==> config.mk <==
export PLATFORM = sky130hd
export DESIGN_NAME = prog_loader_flat
export DESIGN_NICKNAME = d
export VERILOG_FILES = /design/src/rtl/prog_loader_if.sv /design/src/rtl/prog_loader.sv /design/src/flat_wrapper.sv
export SDC_FILE = /design/constraint.sdc
export NUM_CORES = 1
export LEC_CHECK = 0
export ABC_AREA = 1
export CAP_MARGIN = 20
export CORE_MARGIN = 2
export CORE_UTILIZATION = 40
export CTS_CLUSTER_SIZE = 40
export DETAILED_ROUTE_END_ITERATION = 10
export HOLD_SLACK_MARGIN = 0.08
export PLACE_DENSITY = 0.75
export SETUP_SLACK_MARGIN = 0.15
export SLEW_MARGIN = 40
export SYNTH_ARGS = -nofsm -noshare
export SYNTH_HDL_FRONTEND = slang
export SYNTH_SLANG_ARGS = --single-unit
==> constraint.sdc <==
create_clock -name clk1 -period 3.4 [get_ports clk1]
set_input_delay 0.34 -clock clk1 [delete_from_list [all_inputs] [get_ports clk1]]
set_output_delay 0.34 -clock clk1 [all_outputs]
set_load 0.005 [all_outputs]
==> src/rtl/prog_loader_if.sv <==
// prog_loader_if
//   Bundles the byte-stream input handshake, the memory write port and the
//   processor control/status lines of the program loader.
//   Parameter:
//     ADDR_W     memory word-address width (must match the loader instance)
//   Signals:
//     in_data    stream byte from the host
//     in_valid   in_data valid
//     in_ready   loader can accept a byte
//     mem_we     one-cycle memory write strobe
//     mem_addr   word address of the write
//     mem_wdata  word to write
//     cpu_hold   keeps the processor stalled while high
//     cpu_start  one-cycle processor restart pulse
//     done       last frame loaded successfully (sticky)
//     error      last frame failed its checksum (sticky)
//   Modports:
//     master     the loader (drives memory and processor control)
//     slave      the host/memory/processor side
`timescale 1ns/1ps

interface prog_loader_if #(
  parameter int ADDR_W = 10
) ();
  logic [7:0]        in_data;
  logic              in_valid;
  logic              in_ready;
  logic              mem_we;
  logic [ADDR_W-1:0] mem_addr;
  logic [31:0]       mem_wdata;
  logic              cpu_hold;
  logic              cpu_start;
  logic              done;
  logic              error;

  modport master (
    input  in_data, in_valid,
    output in_ready, mem_we, mem_addr, mem_wdata,
    output cpu_hold, cpu_start, done, error
  );

  modport slave (
    output in_data, in_valid,
    input  in_ready, mem_we, mem_addr, mem_wdata,
    input  cpu_hold, cpu_start, done, error
  );
endinterface

==> src/rtl/prog_loader.sv <==
// prog_loader
//   Byte-stream program loader. Receives frames of the form
//     HDR_BYTE, start address, word count N, 4*N data bytes (MSB first)
//     [, checksum byte]
//   assembles big-endian 32-bit words and writes them one at a time into the
//   processor memory, holding the processor stalled until the frame is done.
//   Parameters:
//     ADDR_W    memory word-address width; write address wraps modulo 2^ADDR_W
//     HDR_BYTE  frame start marker
//   Ports:
//     clk1      system clock, rising edge
//     rst_n     asynchronous active-low reset
//     bus       prog_loader_if.master (stream in, memory write, cpu control)
//   Build option:
//     PROG_LOADER_CHECKSUM_EN  when defined, a checksum byte (XOR of address,
//     count and all data bytes) follows the payload and a mismatch sets error.
//     When undefined there is no checksum byte and error is tied low.
`timescale 1ns/1ps

module prog_loader #(
  parameter int         ADDR_W   = 10,
  parameter logic [7:0] HDR_BYTE = 8'hA5
) (
  input logic           clk1,
  input logic           rst_n,
  prog_loader_if.master bus
);

  localparam logic [2:0] S_IDLE  = 3'd0;
  localparam logic [2:0] S_ADDR  = 3'd1;
  localparam logic [2:0] S_COUNT = 3'd2;
  localparam logic [2:0] S_DATA  = 3'd3;
`ifdef PROG_LOADER_CHECKSUM_EN
  localparam logic [2:0] S_CSUM  = 3'd4;
`endif
  localparam logic [2:0] S_DONE  = 3'd5;
  localparam logic [2:0] S_ERR   = 3'd6;

  logic [2:0]        state;
  logic [1:0]        bidx;
  logic [7:0]        wcnt;
  logic [ADDR_W-1:0] addr_q;
  logic [31:0]       wdata_q;
  logic              we_q;
  logic              hold_q;
  logic              start_q;
  logic              done_q;
`ifdef PROG_LOADER_CHECKSUM_EN
  logic              error_q;
  logic [7:0]        csum;
`endif

  logic accept;
  logic is_hdr;

  assign accept = bus.in_valid && bus.in_ready;
  assign is_hdr = (bus.in_data == HDR_BYTE);

  // No back-pressure source exists yet; every state takes a byte per cycle.
  assign bus.in_ready  = 1'b1;
  assign bus.mem_we    = we_q;
  assign bus.mem_addr  = addr_q;
  assign bus.mem_wdata = wdata_q;
  assign bus.cpu_hold  = hold_q;
  assign bus.cpu_start = start_q;
  assign bus.done      = done_q;
`ifdef PROG_LOADER_CHECKSUM_EN
  assign bus.error     = error_q;
`else
  assign bus.error     = 1'b0;
`endif

  // Frame parser. wdata_q doubles as the shift register: the byte that
  // arrives while mem_we is high shifts in on the edge that ends the strobe,
  // so the word being written is stable for the whole write cycle and
  // back-to-back bytes are never lost. The address advances on the edge
  // that ends each write strobe.
  always_ff @(posedge clk1 or negedge rst_n) begin
    if (!rst_n) begin
      state   <= S_IDLE;
      bidx    <= 2'd0;
      wcnt    <= 8'd0;
      addr_q  <= '0;
      wdata_q <= 32'd0;
      we_q    <= 1'b0;
      hold_q  <= 1'b1;
      start_q <= 1'b0;
      done_q  <= 1'b0;
`ifdef PROG_LOADER_CHECKSUM_EN
      error_q <= 1'b0;
      csum    <= 8'd0;
`endif
    end else begin
      we_q    <= 1'b0;
      start_q <= 1'b0;
      if (we_q) begin
        addr_q <= addr_q + ADDR_W'(1);
      end

      case (state)
        S_IDLE: begin
          if (accept && is_hdr) begin
            state <= S_ADDR;
`ifdef PROG_LOADER_CHECKSUM_EN
            csum  <= 8'd0;
`endif
          end
        end

        S_ADDR: begin
          if (accept) begin
            addr_q <= ADDR_W'(bus.in_data);
            state  <= S_COUNT;
`ifdef PROG_LOADER_CHECKSUM_EN
            csum   <= csum ^ bus.in_data;
`endif
          end
        end

        S_COUNT: begin
          if (accept) begin
            wcnt <= bus.in_data;
            bidx <= 2'd0;
`ifdef PROG_LOADER_CHECKSUM_EN
            csum <= csum ^ bus.in_data;
`endif
            if (bus.in_data == 8'd0) begin
`ifdef PROG_LOADER_CHECKSUM_EN
              state   <= S_CSUM;
`else
              state   <= S_DONE;
              start_q <= 1'b1;
              hold_q  <= 1'b0;
              done_q  <= 1'b1;
`endif
            end else begin
              state <= S_DATA;
            end
          end
        end

        S_DATA: begin
`ifndef PROG_LOADER_CHECKSUM_EN
          // wcnt==0 here means the last word's strobe is out this cycle:
          // release the processor on the following edge, unless the host
          // already starts another frame.
          if (wcnt == 8'd0) begin
            if (accept && is_hdr) begin
              state <= S_ADDR;
            end else begin
              state   <= S_DONE;
              start_q <= 1'b1;
              hold_q  <= 1'b0;
              done_q  <= 1'b1;
            end
          end else
`endif
          if (accept) begin
            wdata_q <= {wdata_q[23:0], bus.in_data};
            bidx    <= bidx + 2'd1;
`ifdef PROG_LOADER_CHECKSUM_EN
            csum    <= csum ^ bus.in_data;
`endif
            if (bidx == 2'd3) begin
              we_q <= 1'b1;
              wcnt <= wcnt - 8'd1;
`ifdef PROG_LOADER_CHECKSUM_EN
              if (wcnt == 8'd1) begin
                state <= S_CSUM;
              end
`endif
            end
          end
        end

`ifdef PROG_LOADER_CHECKSUM_EN
        S_CSUM: begin
          if (accept) begin
            if (bus.in_data == csum) begin
              state   <= S_DONE;
              start_q <= 1'b1;
              hold_q  <= 1'b0;
              done_q  <= 1'b1;
              error_q <= 1'b0;
            end else begin
              state   <= S_ERR;
              done_q  <= 1'b0;
              error_q <= 1'b1;
            end
          end
        end
`endif

        S_DONE, S_ERR: begin
          // A new header stalls the processor again and clears the status.
          if (accept && is_hdr) begin
            state   <= S_ADDR;
            hold_q  <= 1'b1;
            done_q  <= 1'b0;
`ifdef PROG_LOADER_CHECKSUM_EN
            error_q <= 1'b0;
            csum    <= 8'd0;
`endif
          end
        end

        default: begin
          state <= S_IDLE;
        end
      endcase
    end
  end

endmodule
==> src/flat_wrapper.sv <==
// flat-port wrapper written by rule: the top's interface ports become plain ports
module prog_loader_flat 
#(
  parameter int         ADDR_W   = 10,
  parameter logic [7:0] HDR_BYTE = 8'hA5
)
  (clk1, rst_n, bus_in_data, bus_in_valid, bus_in_ready, bus_mem_we, bus_mem_addr, bus_mem_wdata, bus_cpu_hold, bus_cpu_start, bus_done, bus_error);
  prog_loader_if #(.ADDR_W(ADDR_W)) bus_i ();
  input logic clk1;
  input logic rst_n;
  input wire logic [$bits(bus_i.in_data)-1:0] bus_in_data;
  input wire logic [$bits(bus_i.in_valid)-1:0] bus_in_valid;
  output wire logic [$bits(bus_i.in_ready)-1:0] bus_in_ready;
  output wire logic [$bits(bus_i.mem_we)-1:0] bus_mem_we;
  output wire logic [$bits(bus_i.mem_addr)-1:0] bus_mem_addr;
  output wire logic [$bits(bus_i.mem_wdata)-1:0] bus_mem_wdata;
  output wire logic [$bits(bus_i.cpu_hold)-1:0] bus_cpu_hold;
  output wire logic [$bits(bus_i.cpu_start)-1:0] bus_cpu_start;
  output wire logic [$bits(bus_i.done)-1:0] bus_done;
  output wire logic [$bits(bus_i.error)-1:0] bus_error;
  assign bus_i.in_data = bus_in_data;
  assign bus_i.in_valid = bus_in_valid;
  assign bus_in_ready = bus_i.in_ready;
  assign bus_mem_we = bus_i.mem_we;
  assign bus_mem_addr = bus_i.mem_addr;
  assign bus_mem_wdata = bus_i.mem_wdata;
  assign bus_cpu_hold = bus_i.cpu_hold;
  assign bus_cpu_start = bus_i.cpu_start;
  assign bus_done = bus_i.done;
  assign bus_error = bus_i.error;
  prog_loader #(.ADDR_W(ADDR_W), .HDR_BYTE(HDR_BYTE)) u_core (.clk1(clk1), .rst_n(rst_n), .bus(bus_i));
endmodule
==> flow_summary.ini, run 1 <==
[clock_tree]
insertion_delay_ns = 0.34
cts_buffers = 9
clock_pin_slew_worst_setup_and_hold_paths_ns = 0.07
ctsHtreeMaxLevel = 3
number_of_sinks_handled_by_clock_tree_synthesis = 59
cts_repair_resize_count = 0
cts_tree = built
cts.path.max_buffers = 2
ctsRootBufferMaster = clkbuf_8

[placement]
preCtsSetupSlack_ns = 1.27
dpl-instance-area_mm2 = 0.00354
place_congestion = 0.881
numPortBuffers = 56
dp_hpwl_mm = 4.56

[synth]
synth_top_family_by_area = simple AND/OR/NAND/NOR gates
synthFlopType = dfrtp_1
synth_edf_count = 0
asyncSetResetFlopFracSynth_pct = 100
synthesized_netlist_cell_count = 365
synthAdderAreaFrac_pct = 1.28
post_synth_xor_area_fraction_pct = 0.598
yosysSeqAreaShare_pct = 50.4
postSynthNetCount = 379
synth_compound_gate_area_share_pct = 10.4
synth_simple_gate_area_share_pct = 29.5
count_of_state_elements_after_synthesis = 59
syn_area_per_cell_um2 = 8.03
synth_mux_area_share_pct = 0
yosys.cell_types.count = 33
area_of_the_mapped_netlist_mm2 = 0.00293
yosysWarnings = 0

[finish]
layout.nets = 437
layout.cells.most_common = nand2_1
most_used_cells_in_the_layout_excluding_fill_and_tap_cells = 141 x nand2_1, 58 x dfrtp_1, 55 x clkdlybuf4s50_1
area_growth_pct = 28.8
fin_area_mm2 = 0.00377
insertedDiodeCount = 0
fraction_of_final_layout_cells_sized_beyond_drive_strength_1_pct = 9.35

[critical_path]
rr_endpoint = u_core.bus.mem_wdata[31]
critPathLaunchType = flop
crit_path_max_fanout = 41
path_class = reg -> reg
worst_case_register_to_register_setup_slack_ns = 1.28
worst_ep_required_time_ns = 3.66
crit-reg2reg-launch = u_core.wcnt[0]
worst_r2r_path_depth = 8
worst_ep_arrival_time_ns = 2.39
cp-end-kind = flop

[outcome]
run_status = finished, final reports clean

[sta]
final.setup.tns_ns = 0
timing_max_transition_violations_final = 0
fin_worst_hold_slack_ns = 0.466
relSlewSlack_pct = 55.6
final.setup_skew_ns = 0.00843
slew_worst_pin_ns = 0.666
unrepaired_setup_endpoints_after_global_routing = false
fmaxAchievable_ghz = 0.471
fin_ws_ns = 1.28
timing.final.setup_violations = 0
finalHoldViolCount = 0
fraction_of_the_cycle_the_final_worst_path_needs_pct = 62.4
finalCriticalPeriod_ns = 2.12

[die]
ios = 59
floorplan.core_area_mm2 = 0.00718
design.die.area_mm2 = 0.00803
placementRows = 31
fp.dieH_um = 89.6
start_util_pct = 40.8
chipWidth_um = 89.6

[global_routing]
antenna_found_initial = 0
global_route.usage.total_pct = 17.5
largest_net_degree_at_the_start_of_global_routing = 50
first_global_vias = 2330
global_route.overflow_total = 0
first_pass_grt_wire_length_mm = 10.7

[flow_run]
max_cap_viol_count = 0

[power_and_ir_drop]
power_density_mw_per_mm2 = 872
cellLeakagePower_nw = 1.87
worst_ir_drop_vdd_uv = 305
power_mw = 3.29

[detailed_routing]
via_count = 2511
postRouteWirelength_mm = 6.31
drt_first_iter_violations = 131
route.detailed.drc = 0
routed_wire_length_per_instance_um = 12.0
drt-vias-per-instance = 4.76
drt_pre_antenna_iters = 4
detail-route-antenna-nets = 0

[hold_path]
min_path_cells = 2
hold_startpoint = u_core.bus.cpu_hold
holdCritPathClass = reg -> reg
hold_path_end = u_core.bus.cpu_hold
-- layer usage --
| metal | up-vias | global-route usage [%] | share of wire (%) |
|---|---|---|---|
| met5 | - | 0 | 0 |
| met4 | 0 | 7.46 | 1.1 |
| met3 | 7 | 4.11 | 4.8 |
| met2 | 62 | 28.3 | 48 |
| met1 | 1175 | 22.4 | 46 |
| li1 | 1267 | - | - |
-- cell families (layout without fill, tap and decap cells) --
kind of cell	after synthesis	count (layout)
other cells	2	2
buf+inv	48	111
flops	59	59
fa+ha+maj	3	3
xor+xnor	2	2
simple gates	202	202
compound gates	49	49
-- flip-flops by register name (all words and copies together), names as in the netlist --
| signal | flops |
|---|---|
| u_core.bus.mem_wdata | 32 |
| u_core.bus.done | 1 |
| u_core.bus.cpu_start | 1 |
| u_core.bus.cpu_hold | 1 |
| u_core.bus.mem_we | 1 |
| u_core.bus.mem_addr | 10 |
| u_core.bidx | 2 |
| u_core.wcnt | 8 |
| u_core.state | 3 |
-- cell usage after synthesis (2+ instances only) --
cell type,number,area (um^2)
buf_2,3,15.0
nand4_1,3,18.8
o21ai_0,22,110
o22ai_1,2,12.5
dfrtp_1,58,1450
nor3_1,3,15.0
nand3_1,20,100
conb_1,2,7.51
inv_2,2,7.51
buf_6,3,33.8
nor2_8,2,40.0
buf_4,4,30.0
nor2_1,26,97.6
o21ai_1,5,25.0
a21oi_1,6,30.0
ha_1,3,37.5
inv_1,35,131
nand2_1,141,529
o21ai_2,10,87.6
xor2_1,2,17.5
-- power by group --
group / switching [mW] / internal [mW]
logic: 0.681 / 0.660
clock network: 0.291 / 0.432
registers: 0.240 / 0.988
total: 1.21 / 2.08
-- worst max-delay path by stage --
stage / from / end / slack [ns] / cells past startpoint
2_1_floorplan: u_core.wcnt[0] / u_core.bus.done / 1.89 / 9
3_3_place_gp: bus_in_valid / u_core.bus.mem_wdata[2] / 1.29 / 6
3_5_place_dp: bus_in_valid / u_core.bus.mem_wdata[31] / 1.27 / 6
4_1_cts: u_core.wcnt[0] / u_core.bus.mem_wdata[31] / 1.28 / 8
5_1_grt: u_core.wcnt[0] / u_core.bus.mem_wdata[2] / 1.06 / 8
6_report: u_core.wcnt[0] / u_core.bus.mem_wdata[31] / 1.28 / 8
-- through the flow --
stage          util (%)  instances
2_1_floorplan         -        365
3_3_place_gp       49.3        510
3_5_place_dp       49.3        510
4_1_cts            52.6        527
5_1_grt            52.6        527
6_report           52.6        527
-- area by class of cell --
cell class	instances	area, um^2
clock buffers	10	138
clock inverters	6	88.8
fillers	668	3400
inverters	37	139
multi-input cells	258	1230
flip-flops and latches	59	1480
well taps	99	124
repair buffers	58	576
-- timing repair --
action / CTS / global route
hold endpoints to repair: 47 / 0
buffers inserted: 0 / 0
hold buffers: 1 / 0
-- worst max-delay path, cell delays in order (launching register included) --
cell and delay [ns]:
dfrtp_1 0.38, inv_1 0.11, ha_1 0.27, nand2_1 0.15
o21ai_4 0.27, nor2_8 0.12, inv_2 0.52, nand2_1 0.14
o21ai_2 0.08
Power figures use the tool's default switching activity.
==> run 2: changes to the inputs <==
--- a/config.mk
+++ b/config.mk
@@ -12,7 +12,7 @@
 export CTS_CLUSTER_SIZE = 40
 export DETAILED_ROUTE_END_ITERATION = 10
 export HOLD_SLACK_MARGIN = 0.08
-export PLACE_DENSITY = 0.75
+export PLACE_DENSITY = 0.77
 export SETUP_SLACK_MARGIN = 0.15
 export SLEW_MARGIN = 40
 export SYNTH_ARGS = -nofsm -noshare
==> constraint.sdc (replaced) <==
create_clock -name clk1 -period 1.8 [get_ports clk1]
set_input_delay 0.18 -clock clk1 [delete_from_list [all_inputs] [get_ports clk1]]
set_output_delay 0.18 -clock clk1 [all_outputs]
set_load 0.005 [all_outputs]
==> run 2 against run 1 <==
  * Final cell count is 3.4% higher
  * Worst hold slack worse by 0.098 ns
  * Routed wire length is 16% higher
  * Final area is 5.7% higher
  * Critical endpoint is now u_core.bus.done
  * Largest power group unchanged
  * Highest routed layer unchanged
==> flow_summary.ini, run 2 (synthesized netlist as in run 1, its figures left out) <==
[outcome]
run_status = finished, final reports clean

[placement]
place_congestion = 0.924
numPortBuffers = 56
dpl-instance-area_mm2 = 0.00365
dp_hpwl_mm = 4.94

[global_routing]
global_route.overflow_total = 0
global_route.usage.total_pct = 18.9
antenna_found_initial = 0
largest_net_degree_at_the_start_of_global_routing = 60
first_pass_grt_wire_length_mm = 11.6
use_met3_pct = 5.12
first_global_vias = 2487
global_route.usage.met2_pct = 31.8
grt_use_met1_pct = 23.2
global_route.peak_usage_layer = met2

[sta]
fmaxAchievable_ghz = 0.627
final.setup_skew_ns = 0.0140
fraction_of_the_cycle_the_final_worst_path_needs_pct = 88.7
fin_worst_hold_slack_ns = 0.368
timing_max_transition_violations_final = 0
unrepaired_setup_endpoints_after_global_routing = true
finalHoldViolCount = 0
finalCriticalPeriod_ns = 1.60
final.setup.tns_ns = 0
timing.final.setup_violations = 0

[die]
fp.dieH_um = 89.6
floorplan.core_area_mm2 = 0.00718
placementRows = 31
start_util_pct = 40.8
chipWidth_um = 89.6
ios = 59
design.die.area_mm2 = 0.00803

[power_and_ir_drop]
power_frac_seq_pct = 36.0
cellLeakagePower_nw = 1.97
switching_power_mw = 2.52
cell_internal_pwr_mw = 3.99
power_density_mw_per_mm2 = 1630
swShare_pct = 38.7
worst_ir_drop_vdd_uv = 573
power_frac_clock_pct = 18.9
power.combinational.fraction_pct = 45.1

[flow_run]
max_cap_viol_count = 0

[finish]
fin_area_mm2 = 0.00399
insertedDiodeCount = 0
fraction_of_final_layout_cells_sized_beyond_drive_strength_1_pct = 15.9
largest_register_ff_count = 32
layout.nets = 455
most_used_cells_in_the_layout_excluding_fill_and_tap_cells = 139 x nand2_1, 55 x clkdlybuf4s50_1, 55 x dfrtp_1
layout.cells.most_common = nand2_1
area_growth_pct = 36.1

[clock_tree]
ctsHtreeMaxLevel = 3
cts.path.max_buffers = 2
cts_tree = built
cts_buffers = 9
clock_pin_slew_worst_setup_and_hold_paths_ns = 0.08
ctsRootBufferMaster = clkbuf_8
number_of_sinks_handled_by_clock_tree_synthesis = 59
insertion_delay_ns = 0.35

[critical_path]
timing.critical_path.from = u_core.wcnt[0]
cp-end-kind = flop
path_class = reg -> reg
worst_ep_required_time_ns = 2.03
critPathLaunchType = flop
crit-reg2reg-launch = u_core.wcnt[0]
crit_path_max_fanout = 5
worst_ep_arrival_time_ns = 1.83

[detailed_routing]
via_count = 2656
drt_first_iter_violations = 103
drt-vias-per-instance = 4.87
drt_pre_antenna_iters = 4
postRouteWirelength_mm = 7.32
route.detailed.drc = 0
routed_wire_length_per_instance_um = 13.4
detail-route-antenna-nets = 0

[hold_path]
holdCritPathClass = in -> async
==> run 2: per-layer routing <==
layer / wire [um] / part of all wire [%]
met1: 3120 / 43
met2: 3660 / 50
met3: 359 / 4.9
met4: 182 / 2.5
met5: 0 / 0
==> run 2: worst max-delay path, cell delays in order (launching register included) <==
cell and delay, ns:
dfrtp_1 0.40, inv_2 0.09, ha_4 0.16, nand2_2 0.08, o21ai_4 0.27, nand2_1 0.10, nor2_2 0.17, nand2_1 0.09
nand2_1 0.07, nand2_1 0.04
==> run 2: layout make-up <==
| type | instances | area (um^2) |
|---|---|---|
| timing repair buffer | 76 | 771 |
| multi-input combinational | 258 | 1270 |
| inverter | 37 | 141 |
| sequential | 59 | 1480 |
| tap | 99 | 124 |
| fill | 640 | 3190 |
| clock inverter | 7 | 77.6 |
| clock buffer | 9 | 124 |
==> run 2: path summary, 6_finish.rpt <==
check,endpoint,slack [ns],cells past startpoint
min in group clk1,u_core.bus.cpu_hold,0.47,2
worst max-delay path,u_core.bus.done,0.20,9
worst min register to register,u_core.bus.cpu_hold,0.47,2
worst min-delay path,u_core.bus.mem_wdata[27],0.37,3
max in group asynchronous,u_core.bus.cpu_hold,1.11,3
worst max register to register,u_core.bus.done,0.20,9
==> run 2: repair_timing <==
item,4_1_cts,5_1_grt
hold endpoints to repair,58,0
endpoints found under the setup margin,20,50
setup buffers,0,5
pin swaps,1,4
hold buffers,1,0
gates cloned,0,2
resized for setup,2,16
==> run 2: metrics by stage <==
step / instances / setup WS [ns] / power [mW] / utilization [%]
6_report: 545 / 0.204 / 6.50 / 55.6
5_1_grt: 545 / 0.0813 / 7.01 / 55.6
4_1_cts: 538 / 0.154 / 6.31 / 53.9
3_5_place_dp: 521 / 0.0352 / 5.04 / 50.9
3_3_place_gp: 521 / 0.116 / 4.92 / 50.9
2_1_floorplan: 365 / 0.287 / 3.75 / -
==> run 2: power groups by stage <==
stage,registers [mW],logic (mW),clock network (mW)
finish,2.34,2.93,1.23
global route,2.41,3.29,1.32
CTS,2.33,2.73,1.26
detailed placement,2.34,2.70,0
global placement,2.32,2.61,0
floorplan,2.30,1.45,0
==> run 3: changes to the inputs <==
--- a/config.mk
+++ b/config.mk
@@ -7,12 +7,14 @@
 export LEC_CHECK = 0
 export ABC_AREA = 1
 export CAP_MARGIN = 20
+export CELL_PAD_IN_SITES_DETAIL_PLACEMENT = 1
+export CELL_PAD_IN_SITES_GLOBAL_PLACEMENT = 1
 export CORE_MARGIN = 2
-export CORE_UTILIZATION = 40
+export CORE_UTILIZATION = 34
 export CTS_CLUSTER_SIZE = 40
 export DETAILED_ROUTE_END_ITERATION = 10
 export HOLD_SLACK_MARGIN = 0.08
-export PLACE_DENSITY = 0.77
+export PLACE_DENSITY = 0.86
 export SETUP_SLACK_MARGIN = 0.15
 export SLEW_MARGIN = 40
 export SYNTH_ARGS = -nofsm -noshare
==> constraint.sdc (replaced) <==
create_clock -name clk1 -period 1.4 [get_ports clk1]
set_input_delay 0.14 -clock clk1 [delete_from_list [all_inputs] [get_ports clk1]]
set_output_delay 0.14 -clock clk1 [all_outputs]
set_load 0.005 [all_outputs]
==> run 3 against run 2 <==
  * The flow now finishes with violations (setup timing)
  * First-iteration DRC count is 110% higher
  * Sequential power grew 32%
  * Combinational power grew 140%
  * Worst setup slack lost 0.45 ns
  * Largest cell class is now multi-input combinational cells
  * Global-route usage grew 11 points
  * Critical endpoint is now u_core.bus.cpu_hold
  * Via count up 39%
  * Critical path depth up 2
  * Die area grew 17%
==> flow_summary.ini, run 3 (synthesized netlist as in run 1, its figures left out) <==
[die]
floorplan.core_area_mm2 = 0.00830
chipWidth_um = 96.8
placementRows = 33
fp.dieH_um = 96.8
ios = 59
design.die.area_mm2 = 0.00938
start_util_pct = 35.3

[critical_path]
worstPathCellList = clkdlybuf4s50_1 -> inv_1 -> nand2_1 -> nor2_2 -> nand3_2 -> nand2_2 -> nand2_2 -> nor2_4 -> buf_4 -> nand3_1 -> nand2_1
cp-end-kind = flop
timing.critical_path.from = bus_in_data[4]
timing.critical_path.slowest_cell_delay_ns = 0.47
critPathSlowestCell = clkdlybuf4s50_1
crit_path_max_fanout = 3
critical_path.top_delay_family = simple AND/OR/NAND/NOR gates
worst_ep_required_time_ns = 1.71
worstPathBufferInverterCount = 3
path_class = in -> reg
cp.depth = 11
worst_ep_arrival_time_ns = 1.96
worst_r2r_path_depth = 9
crit_end = u_core.bus.cpu_hold
rr_endpoint = u_core.wcnt[6]
worst_case_register_to_register_setup_slack_ns = -0.25
critPathLaunchType = input port
crit-reg2reg-launch = u_core.wcnt[1]

[placement]
numPortBuffers = 56
dp_hpwl_mm = 6.52
place_congestion = 0.880
dpl-instance-area_mm2 = 0.00404

[detailed_routing]
drt-vias-per-instance = 5.76
postRouteWirelength_mm = 17.4
drt_first_iter_violations = 220
routed_wire_length_per_instance_um = 27.1
drt_pre_antenna_iters = 5
detail-route-antenna-nets = 0
via_count = 3694
route.detailed.drc = 0

[clock_tree]
ctsHtreeMaxLevel = 3
cts_buffers = 9
clock_pin_slew_worst_setup_and_hold_paths_ns = 0.10
ctsRootBufferMaster = clkbuf_8
number_of_sinks_handled_by_clock_tree_synthesis = 59
cts_tree = built
cts.path.max_buffers = 2
insertion_delay_ns = 0.39

[global_routing]
first_global_vias = 3734
first_pass_grt_wire_length_mm = 21.6
global_route.overflow_total = 0
antenna_found_initial = 0
largest_net_degree_at_the_start_of_global_routing = 60
global_route.usage.total_pct = 30.1

[sta]
finalHoldViolCount = 0
fmaxAchievable_ghz = 0.606
timing_max_transition_violations_final = 0
unrepaired_setup_endpoints_after_global_routing = true
fraction_of_the_cycle_the_final_worst_path_needs_pct = 118
final.setup_skew_ns = 0.0264
fin_ws_ns = -0.250
finalCriticalPeriod_ns = 1.65
timing.final.setup_violations = 60
final.setup.tns_ns = -9.11
fin_worst_hold_slack_ns = 0.323

[finish]
post-route-util_pct = 61.5
area_growth_pct = 74.2
layout.cells.most_common = nand2_1
multi_input_comb_area_mm2 = 0.00163
fin_area_mm2 = 0.00510
largest_register_ff_count = 32
nFillCells = 920
fraction_of_final_layout_cells_sized_beyond_drive_strength_1_pct = 44.6
most_used_cells_in_the_layout_excluding_fill_and_tap_cells = 111 x nand2_1, 86 x buf_4, 52 x dfrtp_1
register_area_mm2 = 0.00149
insertedDiodeCount = 0
layout.nets = 545

[power_and_ir_drop]
cell_internal_pwr_mw = 6.40
power_mw = 11.8
power.combinational.fraction_pct = 59.0
power_frac_seq_pct = 26.2
switching_power_mw = 5.37
swShare_pct = 45.7
worst_ir_drop_vdd_uv = 889
cellLeakagePower_nw = 2.72
power_frac_clock_pct = 14.9
power_density_mw_per_mm2 = 2310

[flow_run]
max_cap_viol_count = 0

[hold_path]
holdCritPathClass = in -> async

[outcome]
failed_checks = setup timing
run_status = finished, violations left
[run 3: cell types whose count changed in the layout (fill, tap and decap cells not counted), sizes merged]
| cell | before | now |
|---|---|---|
| clkinvlp | 1 | 2 |
| inv | 38 | 37 |
| clkdlybuf4s50 | 55 | 9 |
| dlygate4sd2 | 0 | 43 |
| clkinv | 4 | 1 |
| buf | 19 | 110 |
| clkbuf | 10 | 16 |
| bufinv | 1 | 0 |
[run 3: timing repair]
action,in CTS,in global routing
endpoints found under the hold margin,58,0
gates cloned,2,1
hold buffers,1,0
setup endpoints to repair,105,62
buffers inserted,46,13
resized for setup,110,73
pin swaps,14,21
[run 3: worst min-delay path by stage]
stage | start | endpoint | slack (ns)
6_report | rst_n | u_core.bus.mem_wdata[9] | 0.32
3_3_place_gp | rst_n | u_core.bus.mem_wdata[28] | 0.18
3_5_place_dp | rst_n | u_core.bus.mem_wdata[28] | 0.17
5_1_grt | rst_n | u_core.bus.mem_wdata[8] | 0.35
4_1_cts | rst_n | u_core.bus.mem_wdata[17] | 0.34
2_1_floorplan | rst_n | u_core.bidx[0] | -0.16
[run 3: layout make-up]
class,instances,share of cell area [%]
clock buffer,13,3.50
clock inverter,3,0.392
inverter,37,3.06
multi-input combinational,258,32.0
sequential,59,29.1
tap,105,2.57
timing repair buffer,166,29.4
[run 3: worst register-to-register path, cell delays in order, from the launching register on]
cell and delay [ns]:
dfrtp_1 0.41, inv_2 0.09, ha_4 0.18, nand3_1 0.21, buf_4 0.22, nand2_1 0.07, nand3_1 0.11, o21ai_0 0.13
nand2_1 0.11, o21ai_2 0.07
[run 3: stage by stage]
step / worst slack [ns] / std cells
CTS: -0.107 / 627
global placement: -0.231 / 562
floorplan: 0.0384 / 365
global route: -0.339 / 641
detailed placement: -0.362 / 562
finish: -0.250 / 641
[run 3: power by group through the flow]
stage	logic (mW)	registers, mW	clock network (mW)
after global routing	7.26	3.11	1.80
final	6.94	3.08	1.75
after CTS	5.37	2.87	1.57
after detailed placement	4.33	3.03	0
after floorplan	2.02	2.99	0
after global placement	4.11	2.98	0
[run 3: routing by layer]
metal	vias to the layer above	global-route usage [%]	share of wire [%]
met5	-	0	0
met3	101	6.14	6.7
met1	1861	34.2	36
li1	1478	-	-
met2	254	53.2	50
met4	0	15.2	7.2
